===== src/rtl/ring_arbiter.sv =====
// ring_arbiter: round-robin arbiter with a one-hot ring-counter priority pointer.
//
// A requester holds req high for as long as it owns the resource. The arbiter
// issues a registered one-hot grant, never preempts, and rotates the priority
// pointer to the requester after the holder when the grant is released. There
// is always at least one gnt = 0 bubble cycle between consecutive grants.
//
// Optional feature: define RING_ARB_TIMEOUT_EN to revoke a grant that has been
// held for MAX_HOLD consecutive cycles. When undefined, grants last until the
// holder drops req and timeout is constant 0.
//
// Ports:
//   clk     in  1             rising-edge clock
//   reset   in  1             asynchronous active-low reset
//   req     in  N             request vector, bit i = requester i
//   gnt     out N             registered one-hot grant, or all zeros
//   gnt_id  out $clog2(N)     index of granted requester, 0 when gnt is 0
//   busy    out 1             high while a grant is held (equals |gnt)
//   timeout out 1             one-cycle pulse when a grant is forcibly revoked
module ring_arbiter #(
    parameter int N        = 4,
    parameter int MAX_HOLD = 8
) (
    input  logic                 clk,
    input  logic                 reset,
    input  logic [N-1:0]         req,
    output logic [N-1:0]         gnt,
    output logic [$clog2(N)-1:0] gnt_id,
    output logic                 busy,
    output logic                 timeout
);

    localparam int IDW = $clog2(N);
    localparam logic [N-1:0] ONE_HOT0 = {{(N-1){1'b0}}, 1'b1};

    typedef enum logic [0:0] {
        IDLE  = 1'b0,
        GRANT = 1'b1
    } state_t;

    // Elaboration-time guard on the legal parameter ranges.
    if (N < 2 || N > 16 || MAX_HOLD < 2 || MAX_HOLD > 255) begin : g_param_check
        $error("ring_arbiter: N must be 2..16 and MAX_HOLD 2..255");
    end

    state_t         state_q, state_d;
    logic [N-1:0]   ptr_q, ptr_d;
    logic [N-1:0]   gnt_q, gnt_d;
    logic [IDW-1:0] gnt_id_q, gnt_id_d;
    logic           busy_q, busy_d;
    logic           timeout_q, timeout_d;

    logic [IDW-1:0] ptr_idx_s;
    logic [N-1:0]   req_rot_s;
    logic [IDW-1:0] win_off_s;
    logic [IDW:0]   win_sum_s;
    logic [IDW-1:0] win_idx_s;
    logic [IDW-1:0] next_idx_s;
    logic           holder_req_s;
    logic           release_s;
    logic           force_s;

    // Convert the one-hot pointer to its binary index.
    always_comb begin
        ptr_idx_s = {IDW{1'b0}};
        for (int i = 0; i < N; i++) begin
            ptr_idx_s = ptr_idx_s | (ptr_q[i] ? IDW'(i) : {IDW{1'b0}});
        end
    end

    // Rotate req so the pointer position lands at bit 0; the lowest set bit
    // of the rotated vector is then the winner's offset from the pointer.
    assign req_rot_s = N'({req, req} >> ptr_idx_s);

    // Lowest-set-bit search over the rotated request vector.
    always_comb begin
        win_off_s = {IDW{1'b0}};
        for (int k = N - 1; k >= 0; k--) begin
            win_off_s = req_rot_s[k] ? IDW'(k) : win_off_s;
        end
    end

    // Winner index = (pointer + offset) mod N.
    assign win_sum_s  = {1'b0, ptr_idx_s} + {1'b0, win_off_s};
    assign win_idx_s  = (win_sum_s >= (IDW+1)'(N)) ? IDW'(win_sum_s - (IDW+1)'(N))
                                                   : IDW'(win_sum_s);
    assign next_idx_s = (gnt_id_q == IDW'(N - 1)) ? {IDW{1'b0}} : gnt_id_q + IDW'(1);
    assign holder_req_s = req[gnt_id_q];

`ifdef RING_ARB_TIMEOUT_EN
    logic [7:0] hold_cnt_q, hold_cnt_d;

    // Hold counter: zero while idle so it starts at 0 on grant entry, then
    // counts cycles spent in GRANT.
    always_comb begin
        if (state_q == GRANT) begin
            hold_cnt_d = hold_cnt_q + 8'd1;
        end else begin
            hold_cnt_d = 8'd0;
        end
    end

    // Hold counter register.
    always_ff @(posedge clk or negedge reset) begin
        if (!reset) begin
            hold_cnt_q <= 8'd0;
        end else begin
            hold_cnt_q <= hold_cnt_d;
        end
    end

    // The counter reads MAX_HOLD-1 at the edge that ends the MAX_HOLD-th
    // grant cycle; revoke only if the holder is still requesting.
    assign force_s = (state_q == GRANT) && holder_req_s &&
                     (hold_cnt_q == 8'(MAX_HOLD - 1));
`else
    assign force_s = 1'b0;
`endif

    // State and output registers.
    always_ff @(posedge clk or negedge reset) begin
        if (!reset) begin
            state_q   <= IDLE;
            ptr_q     <= ONE_HOT0;
            gnt_q     <= {N{1'b0}};
            gnt_id_q  <= {IDW{1'b0}};
            busy_q    <= 1'b0;
            timeout_q <= 1'b0;
        end else begin
            state_q   <= state_d;
            ptr_q     <= ptr_d;
            gnt_q     <= gnt_d;
            gnt_id_q  <= gnt_id_d;
            busy_q    <= busy_d;
            timeout_q <= timeout_d;
        end
    end

    // Next-state and pointer rotation.
    always_comb begin
        state_d   = state_q;
        ptr_d     = ptr_q;
        release_s = 1'b0;
        case (state_q)
            IDLE: begin
                if (|req) begin
                    state_d = GRANT;
                end else begin
                    state_d = IDLE;
                end
            end
            GRANT: begin
                if (!holder_req_s || force_s) begin
                    state_d   = IDLE;
                    ptr_d     = ONE_HOT0 << next_idx_s;
                    release_s = 1'b1;
                end else begin
                    state_d = GRANT;
                end
            end
            default: begin
                state_d = IDLE;
            end
        endcase
    end

    // Next values of the registered outputs.
    always_comb begin
        gnt_d     = gnt_q;
        gnt_id_d  = gnt_id_q;
        timeout_d = 1'b0;
        case (state_q)
            IDLE: begin
                if (|req) begin
                    gnt_d    = ONE_HOT0 << win_idx_s;
                    gnt_id_d = win_idx_s;
                end else begin
                    gnt_d    = {N{1'b0}};
                    gnt_id_d = {IDW{1'b0}};
                end
            end
            GRANT: begin
                if (release_s) begin
                    gnt_d     = {N{1'b0}};
                    gnt_id_d  = {IDW{1'b0}};
                    timeout_d = force_s;
                end else begin
                    gnt_d    = gnt_q;
                    gnt_id_d = gnt_id_q;
                end
            end
            default: begin
                gnt_d    = {N{1'b0}};
                gnt_id_d = {IDW{1'b0}};
            end
        endcase
        busy_d = |gnt_d;
    end

    assign gnt     = gnt_q;
    assign gnt_id  = gnt_id_q;
    assign busy    = busy_q;
    assign timeout = timeout_q;

endmodule

===== config.mk =====
export PLATFORM = sky130hd
export DESIGN_NAME = ring_arbiter
export DESIGN_NICKNAME = d
export VERILOG_FILES = /design/src/rtl/ring_arbiter.sv
export SDC_FILE = /design/constraint.sdc
export NUM_CORES = 1
export LEC_CHECK = 0
export CORE_AREA = 3 3 40 42
export DETAILED_ROUTE_END_ITERATION = 6
export DIE_AREA = 0 0 43 45
export PLACE_DENSITY = 0.83
export SLEW_MARGIN = 15
export SYNTH_ARGS = -nofsm -noshare
export SYNTH_HDL_FRONTEND = slang
export SYNTH_SLANG_ARGS = --single-unit

===== constraint.sdc =====
create_clock -name clk -period 3.5 [get_ports clk]
set_input_delay 1.05 -clock clk [delete_from_list [all_inputs] [get_ports clk]]
set_output_delay 1.05 -clock clk [all_outputs]
set_load 0.05 [all_outputs]

# After elaboration in Yosys (flattened, before gate mapping)
# Cells that the tools add are included.
[totals]
reg_bits = 12
inputBits = 6
output_inout_bits = 8
elab_cells = 44
[op_classes]
addsub = 3
order_cmp = 2
eq_ne = 2
shifts = 3
mux = 22
n_bitwise = 4
n_reduce_logical = 3
[ops]
columns = ["cell", "count"]
rows = [
  ["$mux 2", 10],
  ["$mux 4", 2],
  ["$pmux 4 s2", 1],
  ["$reduce_or 4->1", 2],
  ["$shl 1x2->4 const A", 2],
  ["$shr 8x2->4", 1],
  ["$mux 1", 6],
  ["$pmux 2 s2", 1],
  ["$add 2x2->3", 1],
  ["$ge 3x3->1 const B", 1],
  ["$lt 2x3->1 const B", 1],
  ["$add 2x1->2 const B", 1],
  ["$bmux 1 s2", 1],
  ["$eq 2x2->1 const B", 1],
  ["$ne 2x1->1 const B", 1],
  ["$not 1->1", 2],
  ["$or 1x2->2", 1],
  ["$or 2x2->2", 1],
  ["$pmux 1 s2", 1],
  ["$reduce_and 2->1", 1],
  ["$sub 2x1->2 const B", 1],
]

# Longest topological paths before layout
# Gate-level depths: netlist of run 1.
[depth]
depth_word = 15
ltp_mapped = 10
mapped_depth_nobuf = 10

# Worst setup path after synthesis of run 1
# Ideal clock, no wire load.
[synth_path]
kind = "input -> register"
startpoint = "input port req[1]"
endpoint = "register busy_q (netlist: busy)"
setup_ns = 0.139
t_arrival_ns = 2.710
t_required_ns = 3.361
path_slack_ns = 0.651
path_stages = 8
path_buffers = 1
path_cell_list = "clkbuf_1 > nor2_1 > a211oi_1 > a21oi_1 > ha_1 > xnor2_1 > a32o_2 > or4_1"
[synth_via]
elab_chain_len = 12
word_cells_on_any_way = 19
classes_between = "add/sub (2); order compare (1); shift (2); mux (12); reduce/logical (2)"
[synth_rtl]
columns = ["element", "line", "rtl"]
rows = [
  ["start: declaration", "26", "input logic [N-1:0] req,"],
  ["$shr 8x2->4", "73", "assign req_rot_s = N'({req, req} >> ptr_idx_s);"],
  ["$mux 2 (4 in series)", "79", "win_off_s = req_rot_s[k] ? IDW'(k) : win_off_s;"],
  ["$add 2x2->3", "84", "assign win_sum_s = {1'b0, ptr_idx_s} + {1'b0, win_off_s};"],
  ["$ge 3x3->1 or $sub 2x1->2 (tied branches)", "85", "assign win_idx_s = (win_sum_s >= (IDW+1)'(N)) ? IDW'(win_sum_s - (IDW+1)'(N))"],
  ["$mux 2", "85", ""],
  ["$shl 1x2->4", "175", "gnt_d = ONE_HOT0 << win_idx_s;"],
  ["$mux 4", "174", "if (|req) begin"],
  ["$pmux 4 s2 (*)", "172", "case (state_q)"],
  ["via gnt_d[2]", "48", "logic [N-1:0] gnt_q, gnt_d;"],
  ["$reduce_or 4->1 (*)", "197", "busy_d = |gnt_d;"],
  ["via busy_d", "50", "logic busy_q, busy_d;"],
  ["end signal: assignment", "134", "busy_q <= busy_d;"],
  ["end: declaration", "50", ""],
]
# Mark *: on every way through the listed nets, which the timed path passes. The rest lies on a longest branch. The select of a mux whose other input is x is not followed.
# A chain may end at the register's enable or synchronous reset.

# Worst setup path after layout of run 1
[layout_path]
startpoint = "input port req[3]"
endpoint = "register busy_q (netlist: busy)"
# The elaborated chain is that of the path after synthesis.

==> flow_summary_export.csv, run 1 <==
group,metric,value,unit
outcome,outcome,"finished clean",
clock_tree,cts.sink_count,11,
yosys,synth_ff_type,"sky130_fd_sc_hd__dfrtp_1",
yosys,synthesis.area_per_instance,9.63,sq um
route,number_of_drc_markers_after_the_initial_detailed_route_iteration,2,
worst_setup_path,reg2regPathDepth,10,
global_route,first_global_vias,555,
worst_setup_path,crit_chain,"clkdlybuf4s50_1, nor2b_1, a21oi_1, nor2_1, a211oi_1, a21oi_1, ha_1, xnor2_1, o21ai_0, or4_1",
sta,slew_viol_final,0,
finish,seqCellArea,275,sq um
finish,final_core_util,64.1,%
sta,setup_ws,0.291,ns
route,route.detailed.drc,0,
sta,layout_worst_path_cycle_share,91.7,%
clock_tree,hold_buffers,0,
yosys,synth.distinct_cells,32,
finish,areaGrowthSynthToFinish,29.5,%
floorplanning,core_region_area,1280,sq um
worst_setup_path,startpoint_type,"input port",
route,vias,561,
worst_setup_path,crit_fanout,4,
yosys,mappedNetlistArea,636,sq um
clock_tree,cts_resized,0,
power_and_ir_drop,peakVddDrop,0.000584,V
placement,place.detailed.hpwl,1020,microns
power_and_ir_drop,leakage,0.000368,uW
placement,routabilityCongestion,0.713,
route,detailedRoute.firstPassIterationCount,4,
min_path,cell_depth_of_the_worst_min_delay_path,1,
sta,setup-violations-final,0,
finish,multi_input_gate_area,330,sq um
worst_setup_path,critical_path_class,"in2reg",
worst_setup_path,worst-path-buf-inv,1,
floorplanning,row_count,13,
placement,number_of_buffers_inserted_by_port_buffering,12,
sta,worstMarginPinSlew,0.512,ns
route,vias_per_cell,5.67,
sta,grt_setup_unrepaired,"no",
global_route,global_route_wire_length_before_repair,2330,microns
yosys,synth-warning-count,0,
min_path,timing.hold.worst.start,"gnt_id[0]$_DFFE_PN0P_",
sta,fmax,312,MHz
worst_setup_path,reg2reg_setup_slack,0.98,ns
clock_tree,cts_inserted_buffers,3,
worst_setup_path,worst_path_max_delay_cell,"sky130_fd_sc_hd__or4_1",
finish,fraction_of_layout_instances_using_a_drive_strength_above_1,17.9,%
yosys,synth-seq-area-share,43.3,%
clock_tree,postCtsSetupBuffers,0,
global_route,grt_overflow_total,0,
finish,fin_nets,92,
sta,setup-tns-final,0,ns
floorplanning,effective_utilization_at_floorplan,49.5,%
clock_tree,clk_path_buf_depth,2,
worst_setup_path,crit_top_cell,"sky130_fd_sc_hd__a21oi_1",
yosys,postSynthRegisterBits,11,
power_and_ir_drop,total_power,811,uW
placement,place_ws,0.0197,ns
worst_setup_path,r2r_start,"ptr_q[3]$_DFFE_PN0P_",
clock_tree,htreeDepth,1,
min_path,hold_path_end,"ptr_q[1]$_DFFE_PN0P_",
sta,skew,0.00646,ns
yosys,synth_fp_nets,73,
yosys,synth_edf_count,0,
worst_setup_path,critical-path-max-stage-delay,0.54,ns
power_and_ir_drop,power.density,986,nW/um^2
worst_setup_path,setup.worst_path.start,"req[3]",
sta,final-hold-violation-count,0,
worst_setup_path,cp-end-kind,"flop",
finish,n_antenna_cell,0,
floorplanning,overall_die_width,43,microns
floorplanning,die_y,45,microns
worst_setup_path,critical-path-top-delay-family,"simple AND/OR/NAND/NOR gates",
worst_setup_path,cp_data_arrival_time,3.35,ns
sta,timing.slew.headroom,65.7,%
floorplanning,die_area,1940,sq um
clock_tree,clock-root-buffer,"sky130_fd_sc_hd__clkbuf_4",
route,antenna_violating_nets_post_route,0,
yosys,synthesis.instances,66,
clock_tree,tritoncts,"built",
global_route,initial_antenna_violation_count,0,
global_route,track_usage,16.3,%
min_path,holdCritPathClass,"reg2reg",
floorplanning,design.portCount,14,
route,wl_per_cell,13.8,microns
global_route,maximum_number_of_pins_on_one_net_before_global_route_repair,12,
worst_setup_path,timing.rr.end,"busy$_DFF_PN0_",
worst_setup_path,critical_path_required,3.64,ns
clock_tree,cts.clk_slew.worst_paths,0.07,ns
run,drv.max_cap_violation_count,0,
finish,number_of_fill_cells,131,
clock_tree,clock_latency_reported_for_the_late_side_of_the_worst_skew_pair,0.27,ns
route,postRouteWirelength,1370,microns
yosys,share_of_async_settable_or_async_resettable_flops_after_synthesis,100,%
sta,post_layout_minimum_cycle_time,3.21,ns
[cell usage in the layout, fill, tap and decap left out, types with 3 or more instances in the layout]
| master | count |
|---|---|
| sky130_fd_sc_hd__nor2b_1 | 3 |
| sky130_fd_sc_hd__inv_1 | 4 |
| sky130_fd_sc_hd__a21oi_1 | 5 |
| sky130_fd_sc_hd__clkbuf_4 | 3 |
| sky130_fd_sc_hd__clkdlybuf4s50_1 | 12 |
| sky130_fd_sc_hd__buf_4 | 5 |
| sky130_fd_sc_hd__o21ai_0 | 3 |
| sky130_fd_sc_hd__nor2_1 | 5 |
| sky130_fd_sc_hd__o41ai_1 | 3 |
| sky130_fd_sc_hd__nand2_1 | 5 |
| sky130_fd_sc_hd__dfrtp_1 | 11 |
| sky130_fd_sc_hd__mux2i_1 | 3 |
[state kept, by name, summed over array words and instances, names as in the netlist]
register  flops
state_q       1
busy          1
gnt_id        2
ptr_q         3
gnt           4
[power breakdown]
group          switching, uW  internal, uW
clock network           44.1          44.2
logic                    288           211
registers               44.3           180
[metrics by stage]
step	hold WS, ns	instance area, sq um	std cells
final	0.469	823	99
after global routing	0.515	823	99
after CTS	0.474	823	99
after detailed placement	0.472	797	95
after global placement	0.472	797	95
after floorplan	0.486	636	66
[routing by layer]
metal | track usage, % | vias up | part of all wire, %
met5 | 0 | - | 0
met4 | 7.23 | 0 | 1.6
met3 | 3.59 | 3 | 3.5
met2 | 28.4 | 11 | 50
met1 | 19.3 | 272 | 45
li1 | - | 275 | -
[logic make-up (layout without fill, tap and decap cells)]
group / count (synthesis) / in the layout / share of synthesized area [%]
AOI/OAI and AO/OA: 21 / 21 / 24.8
and+or+nand+nor: 20 / 20 / 16.7
DFF: 11 / 11 / 43.3
buffers and inverters: 7 / 25 / 4.72
muxes: 4 / 4 / 6.50
adders and majority gates: 1 / 1 / 1.97
other: 1 / 1 / 0.590
xor gates and xnor gates: 1 / 1 / 1.38
[area by class of cell]
cell class,count,share of cell area [%]
Multi-Input combinational cell,48,40.1
Sequential cell,11,33.4
Timing Repair Buffer,17,19.1
Clock buffer,4,3.19
Tap cell,15,2.28
Inverter,4,1.82
[synth_stat cells, drive strengths merged (2+ instances only)]
cell,instances,share of area [%]
mux2i,3,4.7
or2,2,2.0
o21ai,3,2.4
dfrtp,11,43
a211oi,2,3.1
nor2,5,3.0
inv,4,2.4
nor2b,3,3.0
o41ai,3,4.1
a32o,2,3.3
clkbuf,2,1.2
a21oi,5,3.9
nand2,5,3.0
[worst max path at each step]
stage | end | slack [ns] | cells past startpoint
finish | busy$_DFF_PN0_ | 0.29 | 10
global route | busy$_DFF_PN0_ | 0.03 | 10
CTS | busy$_DFF_PN0_ | 0.27 | 10
detailed placement | busy$_DFF_PN0_ | 0.02 | 10
global placement | busy$_DFF_PN0_ | 0.06 | 10
floorplan | busy$_DFF_PN0_ | 0.65 | 8
Power figures use the tool's default switching activity.
==> run 2, diff against run 1 <==
--- a/config.mk
+++ b/config.mk
@@ -6,6 +6,7 @@
 export NUM_CORES = 1
 export LEC_CHECK = 0
 export CORE_AREA = 3 3 40 42
+export CTS_BUF_LIST = sky130_fd_sc_hd__clkbuf_4
 export DETAILED_ROUTE_END_ITERATION = 6
 export DIE_AREA = 0 0 43 45
 export PLACE_DENSITY = 0.83
==> run 2 against run 1 <==
Wire length shrank 2.6%. Critical path depth is the same. First-iteration DRC count is the same. Core utilization grew 0.29 points. Clock skew is essentially flat. Clock power grew 8.3%. Final area grew 0.46%. Critical path type unchanged. Maximum frequency grew 0.53%. Sequential cell count is the same. Highest routed layer unchanged.
==> flow_summary_export.csv, run 2 (synthesis gave the netlist of run 1 again) <==
group,metric,value,unit
outcome,outcome,"finished clean",
sta,post_layout_minimum_cycle_time,3.19,ns
sta,fmax,313,MHz
worst_setup_path,cp_data_arrival_time,3.34,ns
clock_tree,clk_path_buf_depth,2,
global_route,grt_overflow_total,0,
min_path,timing.hold.worst.start,"gnt_id[0]$_DFFE_PN0P_",
placement,number_of_buffers_inserted_by_port_buffering,12,
clock_tree,cts_resized,0,
clock_tree,cts_inserted_buffers,3,
worst_setup_path,startpoint_type,"input port",
finish,n_antenna_cell,0,
clock_tree,cts.sink_count,11,
floorplanning,design.portCount,14,
sta,setup-violations-final,0,
global_route,grt.met1_usage,19.4,%
worst_setup_path,critical-path-max-stage-delay,0.53,ns
finish,fin_nets,92,
floorplanning,row_count,13,
route,detailedRoute.firstPassIterationCount,4,
floorplanning,core_region_area,1280,sq um
clock_tree,hold_buffers,0,
worst_setup_path,crit_top_cell,"sky130_fd_sc_hd__a21oi_1",
global_route,global_route.usage.met3,3.59,%
worst_setup_path,crit_fanout,4,
clock_tree,clock_latency_reported_for_the_late_side_of_the_worst_skew_pair,0.27,ns
sta,timing.slew.headroom,66.3,%
finish,number_of_fill_cells,129,
clock_tree,clock-root-buffer,"sky130_fd_sc_hd__clkbuf_4",
power_and_ir_drop,p_clk_share,11.7,%
global_route,grtUsageMet2,27.2,%
route,route.detailed.drc,0,
sta,grt_setup_unrepaired,"no",
floorplanning,effective_utilization_at_floorplan,49.5,%
placement,numPlacedInstances,95,
power_and_ir_drop,p_seq_share,27.4,%
worst_setup_path,worst_path_max_delay_cell,"sky130_fd_sc_hd__clkdlybuf4s50_1",
route,vias,561,
sta,final-hold-violation-count,0,
route,number_of_drc_markers_after_the_initial_detailed_route_iteration,2,
placement,place.detailed.hpwl,1020,microns
global_route,global_route_wire_length_before_repair,2290,microns
finish,mostFrequentLayoutCell,"sky130_fd_sc_hd__clkdlybuf4s50_1",
clock_tree,tritoncts,"built",
power_and_ir_drop,power_switching,373,uW
finish,fin_cells,99,
global_route,initial_antenna_violation_count,0,
worst_setup_path,crit_chain,"clkdlybuf4s50_1, nor2b_1, a21oi_1, nor2_1, a211oi_1, a21oi_1, ha_1, xnor2_1, o21ai_0, or4_1",
global_route,grt_most_used_layer,"met2",
power_and_ir_drop,power_internal,443,uW
sta,slew_viol_final,0,
sta,layout_worst_path_cycle_share,91.2,%
route,postRouteWirelength,1330,microns
min_path,holdCritPathClass,"reg2reg",
finish,largest_register_ff_count,4,
floorplanning,die_y,45,microns
placement,routabilityCongestion,0.713,
sta,skew,0.00662,ns
finish,fraction_of_layout_instances_using_a_drive_strength_above_1,19.0,%
global_route,track_usage,16.0,%
worst_setup_path,r2r_start,"ptr_q[3]$_DFFE_PN0P_",
power_and_ir_drop,combPwrFrac,60.9,%
route,antenna_violating_nets_post_route,0,
power_and_ir_drop,peakVddDrop,0.000575,V
global_route,maximum_number_of_pins_on_one_net_before_global_route_repair,12,
route,vias_per_cell,5.67,
power_and_ir_drop,power.density,986,nW/um^2
clock_tree,postCtsSetupBuffers,0,
sta,setup-tns-final,0,ns
power_and_ir_drop,switching_share,45.7,%
sta,worstMarginPinSlew,0.503,ns
run,drv.max_cap_violation_count,0,
global_route,first_global_vias,546,
route,wl_per_cell,13.4,microns
power_and_ir_drop,leakage,0.000371,uW
finish,final_core_util,64.4,%
clock_tree,htreeDepth,1,
floorplanning,die_area,1940,sq um
worst_setup_path,setup.worst_path.start,"req[3]",
floorplanning,overall_die_width,43,microns
clock_tree,cts.clk_slew.worst_paths,0.07,ns
finish,layout_common_cells,"sky130_fd_sc_hd__clkdlybuf4s50_1 (12), sky130_fd_sc_hd__dfrtp_1 (11)",
worst_setup_path,critical_path_required,3.64,ns
worst_setup_path,critical_path_class,"in2reg",
worst_setup_path,cp-end-kind,"flop",
finish,areaGrowthSynthToFinish,30.1,%
## run 2: path summary, 6_finish.rpt
check,to,slack (ns),depth (start not counted)
worst max-delay path,busy$_DFF_PN0_,0.31,10
worst min register to register,ptr_q[1]$_DFFE_PN0P_,0.47,1
worst min-delay path,ptr_q[1]$_DFFE_PN0P_,0.47,1
worst max register to register,busy$_DFF_PN0_,1.00,10
max in group asynchronous,gnt[3]$_DFF_PN0_,2.07,1
min in group asynchronous,ptr_q[1]$_DFFE_PN0P_,1.10,1
## run 2: power groups by stage
stage               Clock [uW]  Combinational [uW]  Sequential, uW
floorplan                    0                 276             302
detailed placement           0                 499             226
global placement             0                 486             223
global route               106                 549             232
CTS                       98.1                 501             223
finish                    95.5                 497             223
## run 2: final cells by class
cell class                      instances  area, sq um  share of cell area, %
Multi-Input combinational cell         48          330                   39.9
Inverter                                4         15.0                   1.82
Sequential cell                        11          275                   33.3
Tap cell                               15         18.8                   2.27
Clock buffer                            4         30.0                   3.63
Timing Repair Buffer                   17          158                   19.1
## run 2: routing by layer
metal	vias up	wire, microns	part of all wire, %
met1	272	607	46
met5	-	0	0
met3	3	48	3.6
met4	0	22	1.7
li1	275	-	-
met2	11	651	49
## run 2: per-stage QoR
stage	setup WS, ns	cell area, sq um	total power (uW)	hold WS [ns]
after global placement	0.0645	797	709	0.472
after floorplan	0.651	636	577	0.486
after detailed placement	0.0197	797	724	0.472
final	0.308	827	816	0.469
after global routing	0.0453	827	887	0.518
after CTS	0.287	827	823	0.475
## run 2: critical path: cells and delay by family
kind                     cells  cell delay (ns)
XOR/XNOR                     1             0.30
adder cells (fa/ha/maj)      1             0.20
buffers and inverters        1             0.53
AND/OR/NAND/NOR              3             0.67
AO/OA/AOI/OAI                4             0.58
